$ cat src/rtl/pressao_pkg.sv
// Shared constants and FSM state type for the pressure acquisition stage.
package pressao_pkg;

  localparam int unsigned LARGURA_PADRAO     = 4;
  localparam int unsigned MEDIA_LOG2_PADRAO  = 2;
  localparam int unsigned TIMEOUT_PADRAO     = 15;
  localparam int unsigned VALOR_FALHA_PADRAO = 0;

  localparam int unsigned NUM_CANAIS = 7;

  localparam logic [2:0] CANAL_SC    = 3'd0;
  localparam logic [2:0] CANAL_S1    = 3'd1;
  localparam logic [2:0] CANAL_S2    = 3'd2;
  localparam logic [2:0] CANAL_S3    = 3'd3;
  localparam logic [2:0] CANAL_TUBSR = 3'd4;
  localparam logic [2:0] CANAL_TUBSS = 3'd5;
  localparam logic [2:0] CANAL_REA   = 3'd6;

  typedef enum logic [1:0] {SOLICITA, LIBERA, AVANCA} estado_t;

endpackage

$ cat src/rtl/handshake_adc.sv
// Four-phase req/ack sequencer for the shared ADC, with per-phase timeout.
module handshake_adc
  import pressao_pkg::*;
#(
  parameter int unsigned LARGURA        = LARGURA_PADRAO,
  parameter int unsigned TIMEOUT_CICLOS = TIMEOUT_PADRAO,
  parameter int unsigned VALOR_FALHA    = VALOR_FALHA_PADRAO
) (
  input  logic               clk,
  input  logic               reset,
  output logic               adcReq,
  input  logic               adcAck,
  input  logic [LARGURA-1:0] adcDado,
  output logic               amostraPronta,
  output logic [LARGURA-1:0] amostraValor,
  output logic               falhou,
  output logic               avanca
);

  localparam int unsigned TW = (TIMEOUT_CICLOS < 1) ? 1 : $clog2(TIMEOUT_CICLOS + 1);
  localparam logic [TW-1:0] LIMITE = TW'(TIMEOUT_CICLOS);

  estado_t       estado, estadoProx;
  logic [TW-1:0] timer;
  logic          esgotou;

  assign esgotou = (timer == LIMITE);

  always_ff @(posedge clk) begin
    if (reset) begin
      estado <= SOLICITA;
      timer  <= '0;
    end else begin
      estado <= estadoProx;
      if (estadoProx != estado)
        timer <= '0;
      else if (!esgotou)
        timer <= timer + 1'b1;
    end
  end

  always_comb begin
    estadoProx = estado;
    unique case (estado)
      SOLICITA: if (adcAck || esgotou) estadoProx = LIBERA;
      LIBERA:   if (!adcAck || esgotou) estadoProx = AVANCA;
      AVANCA:   estadoProx = SOLICITA;
      default:  estadoProx = SOLICITA;
    endcase
  end

  // adcReq is gated by reset so a request in flight drops on the reset edge
  always_comb begin
    adcReq        = 1'b0;
    amostraPronta = 1'b0;
    amostraValor  = LARGURA'(VALOR_FALHA);
    falhou        = 1'b0;
    avanca        = 1'b0;
    case (estado)
      SOLICITA: begin
        adcReq = !reset;
        if (adcAck) begin
          amostraPronta = 1'b1;
          amostraValor  = adcDado;
        end else if (esgotou) begin
          amostraPronta = 1'b1;
          falhou        = 1'b1;
        end
      end
      LIBERA:  falhou = adcAck && esgotou;
      AVANCA:  avanca = 1'b1;
      default: ;
    endcase
  end

endmodule

$ cat src/rtl/aquisicao_pressao.sv
// Scans seven pressure channels over one ADC, averages 2^MEDIA_LOG2 rounds
// and publishes registered pressures plus per-channel fault flags.
module aquisicao_pressao
  import pressao_pkg::*;
#(
  parameter int unsigned LARGURA        = LARGURA_PADRAO,
  parameter int unsigned MEDIA_LOG2     = MEDIA_LOG2_PADRAO,
  parameter int unsigned TIMEOUT_CICLOS = TIMEOUT_PADRAO,
  parameter int unsigned VALOR_FALHA    = VALOR_FALHA_PADRAO
) (
  input  logic               clk,
  input  logic               reset,
  output logic               adcReq,
  output logic [2:0]         adcCanal,
  input  logic               adcAck,
  input  logic [LARGURA-1:0] adcDado,
  output logic [LARGURA-1:0] sensPresSC,
  output logic [LARGURA-1:0] sensPresS1,
  output logic [LARGURA-1:0] sensPresS2,
  output logic [LARGURA-1:0] sensPresS3,
  output logic [LARGURA-1:0] sensPresTubSR,
  output logic [LARGURA-1:0] sensPresTubSS,
  output logic [LARGURA-1:0] sensPresRea,
  output logic               dadosValidos,
  output logic               atualiza,
  output logic [6:0]         falhaAdc
);

  localparam int unsigned AW = LARGURA + MEDIA_LOG2;

  logic [2:0]            canal;
  logic [MEDIA_LOG2-1:0] rodada;
  logic [AW-1:0]         acc  [NUM_CANAIS];
  logic [LARGURA-1:0]    pres [NUM_CANAIS];

  logic               amostraPronta;
  logic [LARGURA-1:0] amostraValor;
  logic               falhou;
  logic               avanca;

  handshake_adc #(
    .LARGURA        (LARGURA),
    .TIMEOUT_CICLOS (TIMEOUT_CICLOS),
    .VALOR_FALHA    (VALOR_FALHA)
  ) uHandshake (
    .clk           (clk),
    .reset         (reset),
    .adcReq        (adcReq),
    .adcAck        (adcAck),
    .adcDado       (adcDado),
    .amostraPronta (amostraPronta),
    .amostraValor  (amostraValor),
    .falhou        (falhou),
    .avanca        (avanca)
  );

  always_ff @(posedge clk) begin
    if (reset) begin
      canal        <= CANAL_SC;
      rodada       <= '0;
      dadosValidos <= 1'b0;
      atualiza     <= 1'b0;
      falhaAdc     <= '0;
      for (int unsigned i = 0; i < NUM_CANAIS; i++) begin
        acc[i]  <= '0;
        pres[i] <= '0;
      end
    end else begin
      atualiza <= 1'b0;
      if (amostraPronta)
        acc[canal] <= acc[canal] + AW'(amostraValor);
      if (falhou)
        falhaAdc[canal] <= 1'b1;
      else if (amostraPronta)
        falhaAdc[canal] <= 1'b0;
      // samples never arrive in AVANCA, so clearing accumulators here is race-free
      if (avanca) begin
        if (canal == CANAL_REA) begin
          canal  <= CANAL_SC;
          rodada <= rodada + 1'b1;
          if (rodada == '1) begin
            for (int unsigned i = 0; i < NUM_CANAIS; i++) begin
              pres[i] <= LARGURA'(acc[i] >> MEDIA_LOG2);
              acc[i]  <= '0;
            end
            atualiza     <= 1'b1;
            dadosValidos <= 1'b1;
          end
        end else begin
          canal <= canal + 3'd1;
        end
      end
    end
  end

  assign adcCanal      = canal;
  assign sensPresSC    = pres[CANAL_SC];
  assign sensPresS1    = pres[CANAL_S1];
  assign sensPresS2    = pres[CANAL_S2];
  assign sensPresS3    = pres[CANAL_S3];
  assign sensPresTubSR = pres[CANAL_TUBSR];
  assign sensPresTubSS = pres[CANAL_TUBSS];
  assign sensPresRea   = pres[CANAL_REA];

endmodule

$ cat config.mk
export PLATFORM = sky130hd
export DESIGN_NAME = aquisicao_pressao
export DESIGN_NICKNAME = d
export VERILOG_FILES = /design/src/rtl/pressao_pkg.sv /design/src/rtl/handshake_adc.sv /design/src/rtl/aquisicao_pressao.sv
export SDC_FILE = /design/constraint.sdc
export NUM_CORES = 1
export LEC_CHECK = 0
export CAP_MARGIN = 20
export CORE_MARGIN = 2
export CORE_UTILIZATION = 40
export CTS_BUF_LIST = sky130_fd_sc_hd__clkbuf_4 sky130_fd_sc_hd__clkbuf_8 sky130_fd_sc_hd__clkbuf_16
export DETAILED_ROUTE_END_ITERATION = 10
export DONT_BUFFER_PORTS = 1
export SETUP_SLACK_MARGIN = 0.2
export SLEW_MARGIN = 40
export SYNTH_ARGS = -nofsm -noshare
export SYNTH_HDL_FRONTEND = slang
export SYNTH_HIERARCHICAL = 1
export SYNTH_SLANG_ARGS = --single-unit
$ cat constraint.sdc
create_clock -name clk -period 4.2 [get_ports clk]
set_input_delay 0.84 -clock clk [delete_from_list [all_inputs] [get_ports clk]]
set_output_delay 0.84 -clock clk [all_outputs]
set_load 0.05 [all_outputs]
Word level (Yosys, flattened, before mapping)
Memory sizes are Yosys's and may differ from the RTL's. A register that Yosys moved wholly into a read port is not among the register bits.
Cells that the tools add are included.
{"block": "totals", "regBits": 20, "latchBits": 0, "ramBits": 70, "rom_bits": 0, "out_inout_bits": 41, "elab_cells": 96, "mem_count": 2}
{"block": "op_classes", "addsub": 4, "multipliers": 0, "div_mod_pow": 0, "order_cmp": 2, "eq_ne": 6, "shift": 0, "n_mux": 46, "bitwise_logic": 17, "n_reduce_logical": 12}
{"name": "acc", "words": 7, "word_bits": 6, "rd": 8, "rd_clocked_by_memory_dff": 1, "write_ports": 7, "line": "aquisicao_pressao.sv:33", "source": "logic [AW-1:0] acc [NUM_CANAIS];"}
{"name": "pres", "words": 7, "word_bits": 4, "rd": 7, "rd_clocked_by_memory_dff": 0, "write_ports": 7, "line": "aquisicao_pressao.sv:34", "source": "logic [LARGURA-1:0] pres [NUM_CANAIS];"}
{"op": "$mux 6", "count": 8}
{"op": "$mux 4", "count": 9}
{"op": "$mux 1", "count": 18}
{"op": "$mux 7", "count": 2}
{"op": "$or 1x1->1", "count": 14}
{"op": "$mux 3", "count": 4}
{"op": "$and 7x7->7", "count": 1}
{"op": "$not 7->7", "count": 1}
{"op": "$or 7x7->7", "count": 1}
{"op": "$add 6x4->6", "count": 1}
{"op": "$reduce_or 6->1", "count": 1}
{"op": "$add 4x1->4 const B", "count": 1}
{"op": "$eq 2x2->1 const B", "count": 2}
{"op": "$eq 4x4->1 const B", "count": 1}
{"op": "$lt 3x4->1 const B", "count": 1}
{"op": "$mux 2", "count": 2}
{"op": "$pmux 2 s2", "count": 1}
{"op": "$add 3x1->3 const B", "count": 1}
{"op": "$demux 1 s3", "count": 1}
{"op": "$eq 3x3->1 const B", "count": 1}
{"op": "$ge 3x1->1 const B", "count": 1}
{"op": "$reduce_and 3->1", "count": 1}
{"op": "$add 2x1->2 const B", "count": 1}
{"op": "$eq 2x1->1 const B", "count": 1}
{"op": "9 further kinds", "count": 12}

Longest topological paths before layout
Gate-level depths: netlist of the first run.
{"block": "depth", "ltp_word": 9, "ltp_mapped": 11, "mapped_depth_nobuf": 8}

Modules after synthesis
The synthesis of the first run kept the hierarchy.
{"module": "aquisicao_pressao", "instances": 1, "cells_per_inst": 318, "area_per_inst_um2": 4131.5, "seq_area_each_um2": 2622.5}
{"module": "handshake_adc", "instances": 1, "cells_per_inst": 34, "area_per_inst_um2": 300.3, "seq_area_each_um2": 120.1}

Worst setup path before layout of the first run
Ideal clock, no wire load.
{"block": "synth_timing", "path_type": "reg-to-reg", "startpoint": "reg with a tool-made name", "endpoint": "mem acc[0][4] in the netlist's numbering, data pin", "setup_time_ns": 0.276, "arrival_time_ns": 2.758, "required_time_ns": 3.924, "slack_ns": 1.166, "stages_incl_launch_ff": 11, "path_cell_list": "dfxtp_1 -> buf_6 -> buf_6 -> mux4_2 -> mux2_2 -> ha_1 -> fa_1 -> a21o_1 -> a21oi_1 -> a21boi_1 -> nor3_1"}
{"element": "to (decl)", "line": "aquisicao_pressao.sv:33"}

==> reports/metrics.yaml, run 1 <==
cap_violations: 0
synthesis.area_sq_um: 4430
dp_hpwl_um: 6470
synth.area.top_cells: "edfxtp_1 51%, dfxtp_1 10%, mux4_2 5.1%, nor2_1 3.6%, and2_1 3.5%"
fmax_mhz: 294
clkLatencyLatePin_ns: 0.37
ioPinCount: 48
cts_tree: "done"
grt_overflow: 0
rows: 38
drt-total-wl_um: 9180
cp_max_fo: 8
ys.flop_type: "edfxtp_1"
ctsResizeCount: 0
synth-edff-count: 76
layout_setup_ws_ns: 0.795
h-tree-depth: 3
multi_input_area_sq_um: 1570
start_util_pct: 40.9
diodes: 0
nFillCells: 1024
yosysWarningCount: 6
synthCells: 352
syn2layout_area_growth_pct: 7.79
maxSlewViolCount: 0
ant_nets: 0
synth_nets: 366
p_leak_nw: 1.68
drive_above_1_share_pct: 13.9
slew-limit-headroom_pct: 44.4
seq_area_frac_synth_pct: 61.9
cts_root_buffer: "clkbuf_8"
core-area_sq_um: 10800
rsz0062_at_grt: "no"
placed_area_sq_um: 4580
final_cells: 499
holdPathEnd: "uHandshake/timer[0]"
post_drt_wl_per_cell_um: 18.4
numCtsBuffers: 9
period_share_pct: 81.1
hold_ws_ns: 0.506
antenna_found_initial: 0
grt_pass1_wl_um: 14900
critical_path_class: "reg2reg"
start_kind: "register"
fin_skew_ns: 0.0124
r2r.worst_path.cells: 8
hold_viol: 0
crit_path_end_kind: "register"
cts.clk_slew.worst_paths_ns: 0.10
synth.largest_area_cell: "edfxtp_1"
ctsHoldBuffers: 0
syn_avg_cell_area_sq_um: 12.6
drc: 0
vias_per_cell: 5.31
clock-sinks: 99
grtUsageTotal_pct: 17.0
finalSetupTns_ns: 0
dp_cells: 483
portBuffers: 0
crit_required_ns: 4.29
drt_iter0_markers: 194
rr_endpoint: "acc[5][4]"
gp_congestion: 0.853
cts_setup_buffers: 0
die_area_sq_um: 11900
first_global_vias: 2699
period_minus_slack_ns: 3.41
yosys_register_bits: 99
cts_max_path_buffers: 2
die_y_um: 109
run_status: "completed"
synthArstFlopShare_pct: 0
arrival_ns: 3.50
hold_path.startpoint: "uHandshake/timer[0]"
num_vias: 2649
yosys.area.top_type_share_pct: 51.5
hold-path-cell-count: 1
grt_max_degree: 31
nets: 368
finalSetupViolations: 0
synth_cell_type_count: 46
regArea_sq_um: 2750
worstMarginPinSlew_ns: 0.829
postLayoutCellArea_sq_um: 4780
pwr_density_cell_nw_per_um2: 389
hp-class: "reg2reg"
r2r_setup_slack_ns: 0.79
ir_drop_mv: 0.196
dr.pass1.iters: 4
die_width_um: 109
pre_cts_ws_ns: 0.745
==> stage by stage <==
| stage | util, % | power [mW] |
|---|---|---|
| after floorplan | - | 1.25 |
| final | 44.1 | 1.86 |
| after global routing | 44.1 | 1.93 |
| after global placement | 42.2 | 1.28 |
| after CTS | 44.1 | 1.88 |
| after detailed placement | 42.3 | 1.29 |
==> cell families (layout without fill, tap and decap cells) <==
logic type                 after synthesis  count (layout)  share of synthesized area, %
and+or+nand+nor                        150             150                          16.9
xor gates and xnor gates                 7               7                          1.38
DFF                                     99              99                          61.9
buffers and inverters                   25              32                          2.80
AOI/OAI and AO/OA                       36              36                          5.17
muxes                                   28              28                          9.71
adders and majority gates                7               7                          2.15
==> cell type report <==
class / instances / area share, %
Sequential cell: 99 / 57.5
Multi-Input combinational cell: 228 / 32.9
Tap cell: 140 / 3.67
Clock buffer: 9 / 2.59
Clock inverter: 7 / 1.52
Timing Repair Buffer: 8 / 1.26
Inverter: 8 / 0.629
==> layout by cell type, fill, tap and decap left out, types with 2 or more instances in the layout <==
cell | netlist | routed
dfxtp_2 | 0 | 2
clkinv_4 | 0 | 2
o21ai_0 | 11 | 11
clkbuf_8 | 0 | 9
clkinv_8 | 0 | 2
nor3_1 | 16 | 15
mux2_2 | 6 | 6
nand2b_1 | 4 | 4
mux2i_1 | 10 | 10
inv_1 | 8 | 8
o31ai_1 | 2 | 2
nor2_1 | 43 | 43
a21oi_1 | 13 | 13
nand3_1 | 8 | 8
a21o_1 | 2 | 2
and3_1 | 6 | 6
ha_1 | 6 | 6
and2_1 | 25 | 25
edfxtp_1 | 76 | 76
buf_4 | 1 | 8
nand2_1 | 28 | 28
mux4_2 | 10 | 10
dfxtp_1 | 23 | 21
nor2b_1 | 10 | 10
xnor2_1 | 6 | 6
nor4_1 | 2 | 2
inv_6 | 0 | 2
==> worst max-delay path by stage <==
stage | end | slack, ns | from | cells past startpoint
2_1_floorplan | acc[0][4] | 1.17 | register | 10
3_5_place_dp | acc[0][4] | 0.74 | register | 8
3_3_place_gp | acc[1][4] | 0.88 | register | 8
5_1_grt | acc[2][4] | 0.50 | register | 8
6_report | acc[5][4] | 0.79 | register | 8
4_1_cts | acc[5][4] | 0.74 | register | 8
==> cells in the mapped netlist (10+ instances only) <==
library cell	n
edfxtp_1	76
nor2_1	43
nand2_1	28
and2_1	25
dfxtp_1	23
nor3_1	16
a21oi_1	13
o21ai_0	11
mux2i_1	10
mux4_2	10
nor2b_1	10
==> routing by layer <==
| metal | vias up | share of wire, % | global-route usage (%) |
|---|---|---|---|
| met3 | 10 | 6.1 | 4.84 |
| met1 | 1285 | 46 | 23.1 |
| li1 | 1275 | - | - |
| met4 | 0 | 1.6 | 4.70 |
| met2 | 79 | 47 | 26.6 |
| met5 | - | 0 | 0 |
==> where the power goes <==
part	internal (mW)	switching (mW)
clock	0.231	0.362
sequential	1.08	0.0542
combinational	0.0444	0.0806
total	1.36	0.497
==> worst max-delay path, stage by stage (launching register included) <==
cell and delay (ns):
dfxtp_1 0.63, mux4_2 0.56, mux2_2 0.27, ha_1 0.21, fa_1 0.41, a21o_1 0.20
a21oi_1 0.17, a21boi_1 0.55, nor3_1 0.13
Note: power is estimated with default switching activity, not from simulation.
==> run 2: changes to the inputs <==
clock period = 3.4 ns   (was 4.2 ns; I/O delays follow)
==> run 2 against run 1 <==
Clock skew decreased by 0.0011 ns. Worst setup slack got worse by 0.36 ns. Largest cell class unchanged. Clock power grew 33%. Combinational power grew 36%. Power rose by 27%. Fmax is 15% higher. Critical endpoint is now acc[3][5]. Core utilization grew 0.78 points. Non-clock buffer count increased by 10. Global-route usage decreased by 0.22 points. Wire length decreased by 1.0%. First-iteration DRC count decreased by 5.7%. Sequential power is 23% higher.
==> reports/metrics.yaml, run 2 (synthesis gave the netlist of run 1 again) <==
pwr-share-comb_pct: 7.2
ioPinCount: 48
portBuffers: 0
cts_root_buffer: "clkbuf_8"
finalPower_mw: 2.36
vias_per_cell: 5.28
period_share_pct: 87.1
crit_path_end_kind: "register"
grt_pass1_wl_um: 14500
period_minus_slack_ns: 2.96
rr_endpoint: "acc[3][5]"
finalSetupTns_ns: 0
die_area_sq_um: 11900
start_util_pct: 40.9
ctsResizeCount: 0
num_vias: 2687
drt-total-wl_um: 9080
clockPowerShare_pct: 33.3
grtUsageTotal_pct: 16.7
die_width_um: 109
worstMarginPinSlew_ns: 0.826
slowest_delay_ns: 0.51
pwr_density_cell_nw_per_um2: 485
p_leak_nw: 1.74
finalSetupViolations: 0
drt_iter0_markers: 183
arrival_ns: 3.16
ant_nets: 0
postLayoutCellArea_sq_um: 4860
pre_cts_ws_ns: 0.509
first_global_vias: 2600
cellInternalPower_mw: 1.77
cap_violations: 0
cp_max_fo: 7
path_cells: "buf_4 -> mux4_2 -> mux2_2 -> ha_1 -> nand3_1 -> a31oi_1 -> and3_1 -> buf_4 -> mux2i_1"
drive_above_1_share_pct: 15.7
sw_frac_of_total_pct: 24.9
h-tree-depth: 3
hp-class: "in2reg"
cp.buffers_inverters: 2
fmax_mhz: 338
final_common_cell: "edfxtp_1"
r2r.worst_path.cells: 9
antenna_found_initial: 0
core-area_sq_um: 10800
hold_viol: 0
syn2layout_area_growth_pct: 9.71
diodes: 0
crit_slowest_cell: "mux4_2"
clock-sinks: 99
grt_max_degree: 31
maxSlewViolCount: 0
critPathTopFamily: "multiplexers"
nets: 378
final_cell_mix: "76 x edfxtp_1, 43 x nor2_1, 28 x nand2_1"
grt_overflow: 0
numCtsBuffers: 9
rows: 38
post_drt_wl_per_cell_um: 17.8
critical_path_class: "reg2reg"
slew-limit-headroom_pct: 44.6
run_status: "completed"
cts_setup_buffers: 0
cts.clk_slew.worst_paths_ns: 0.10
die_y_um: 109
ir_drop_mv: 0.300
placed_area_sq_um: 4650
dp_hpwl_um: 6530
rsz0062_at_grt: "no"
clkLatencyLatePin_ns: 0.38
dr.pass1.iters: 4
start_kind: "register"
r2r_setup_slack_ns: 0.44
nFillCells: 985
drc: 0
critical_path.endpoint: "acc[3][5]"
cts_max_path_buffers: 2
power_frac_seq_pct: 59.5
crit_cells: 9
layout_setup_ws_ns: 0.437
crit_path_frequent_cell: "buf_4"
cts_tree: "done"
ctsHoldBuffers: 0
gp_congestion: 0.918
fin_skew_ns: 0.0114
p_sw_mw: 0.587
crit_required_ns: 3.60
==> run 2: cell types whose count changed in the layout (fill, tap and decap cells not counted), sizes merged <==
cell / previous run / this run
clkbuf: 9 / 10
clkinvlp: 0 / 1
clkinv: 5 / 2
buf: 8 / 18
bufinv: 0 / 1
==> run 2: cell type report <==
class / instances / area (sq um) / share of cell area (%)
clock buffer: 10 / 138 / 2.83
clock inverter: 6 / 71.3 / 1.47
inverter: 8 / 30.0 / 0.618
multi-input combinational: 228 / 1570 / 32.3
sequential: 99 / 2740 / 56.4
tap: 140 / 175 / 3.60
timing repair buffer: 18 / 135 / 2.78
==> run 2: routing by layer <==
metal / track usage, % / wire length (um) / vias to the layer above
li1: - / - / 1293
met1: 22.8 / 4110 / 1306
met2: 25.6 / 4280 / 77
met3: 5.20 / 583 / 11
met4: 5.24 / 108 / 0
met5: 0 / 0 / -
==> run 2: worst min-delay path by stage <==
stage	end	slack, ns	start	cells past startpoint
3_3_place_gp	uHandshake/timer[0]	0.47	uHandshake/timer[0]	1
5_1_grt	register	0.34	reset	1
4_1_cts	register	0.34	reset	1
2_1_floorplan	uHandshake/timer[0]	0.45	uHandshake/timer[0]	1
3_5_place_dp	uHandshake/timer[0]	0.48	uHandshake/timer[0]	1
6_report	register	0.36	reset	1
==> run 2: power by group through the flow <==
| stage | Clock [mW] | Sequential, mW | Combinational (mW) |
|---|---|---|---|
| 2_1_floorplan | 0 | 1.42 | 0.120 |
| 3_3_place_gp | 0 | 1.43 | 0.166 |
| 3_5_place_dp | 0 | 1.43 | 0.169 |
| 4_1_cts | 0.809 | 1.40 | 0.170 |
| 5_1_grt | 0.851 | 1.41 | 0.187 |
| 6_report | 0.786 | 1.40 | 0.170 |
==> run 2: stage by stage <==
step	hold slack [ns]	utilization (%)	std cells
floorplan	0.452	-	352
CTS	0.342	44.9	509
global placement	0.473	42.9	493
finish	0.361	44.9	509
global route	0.337	44.9	509
detailed placement	0.481	42.9	493
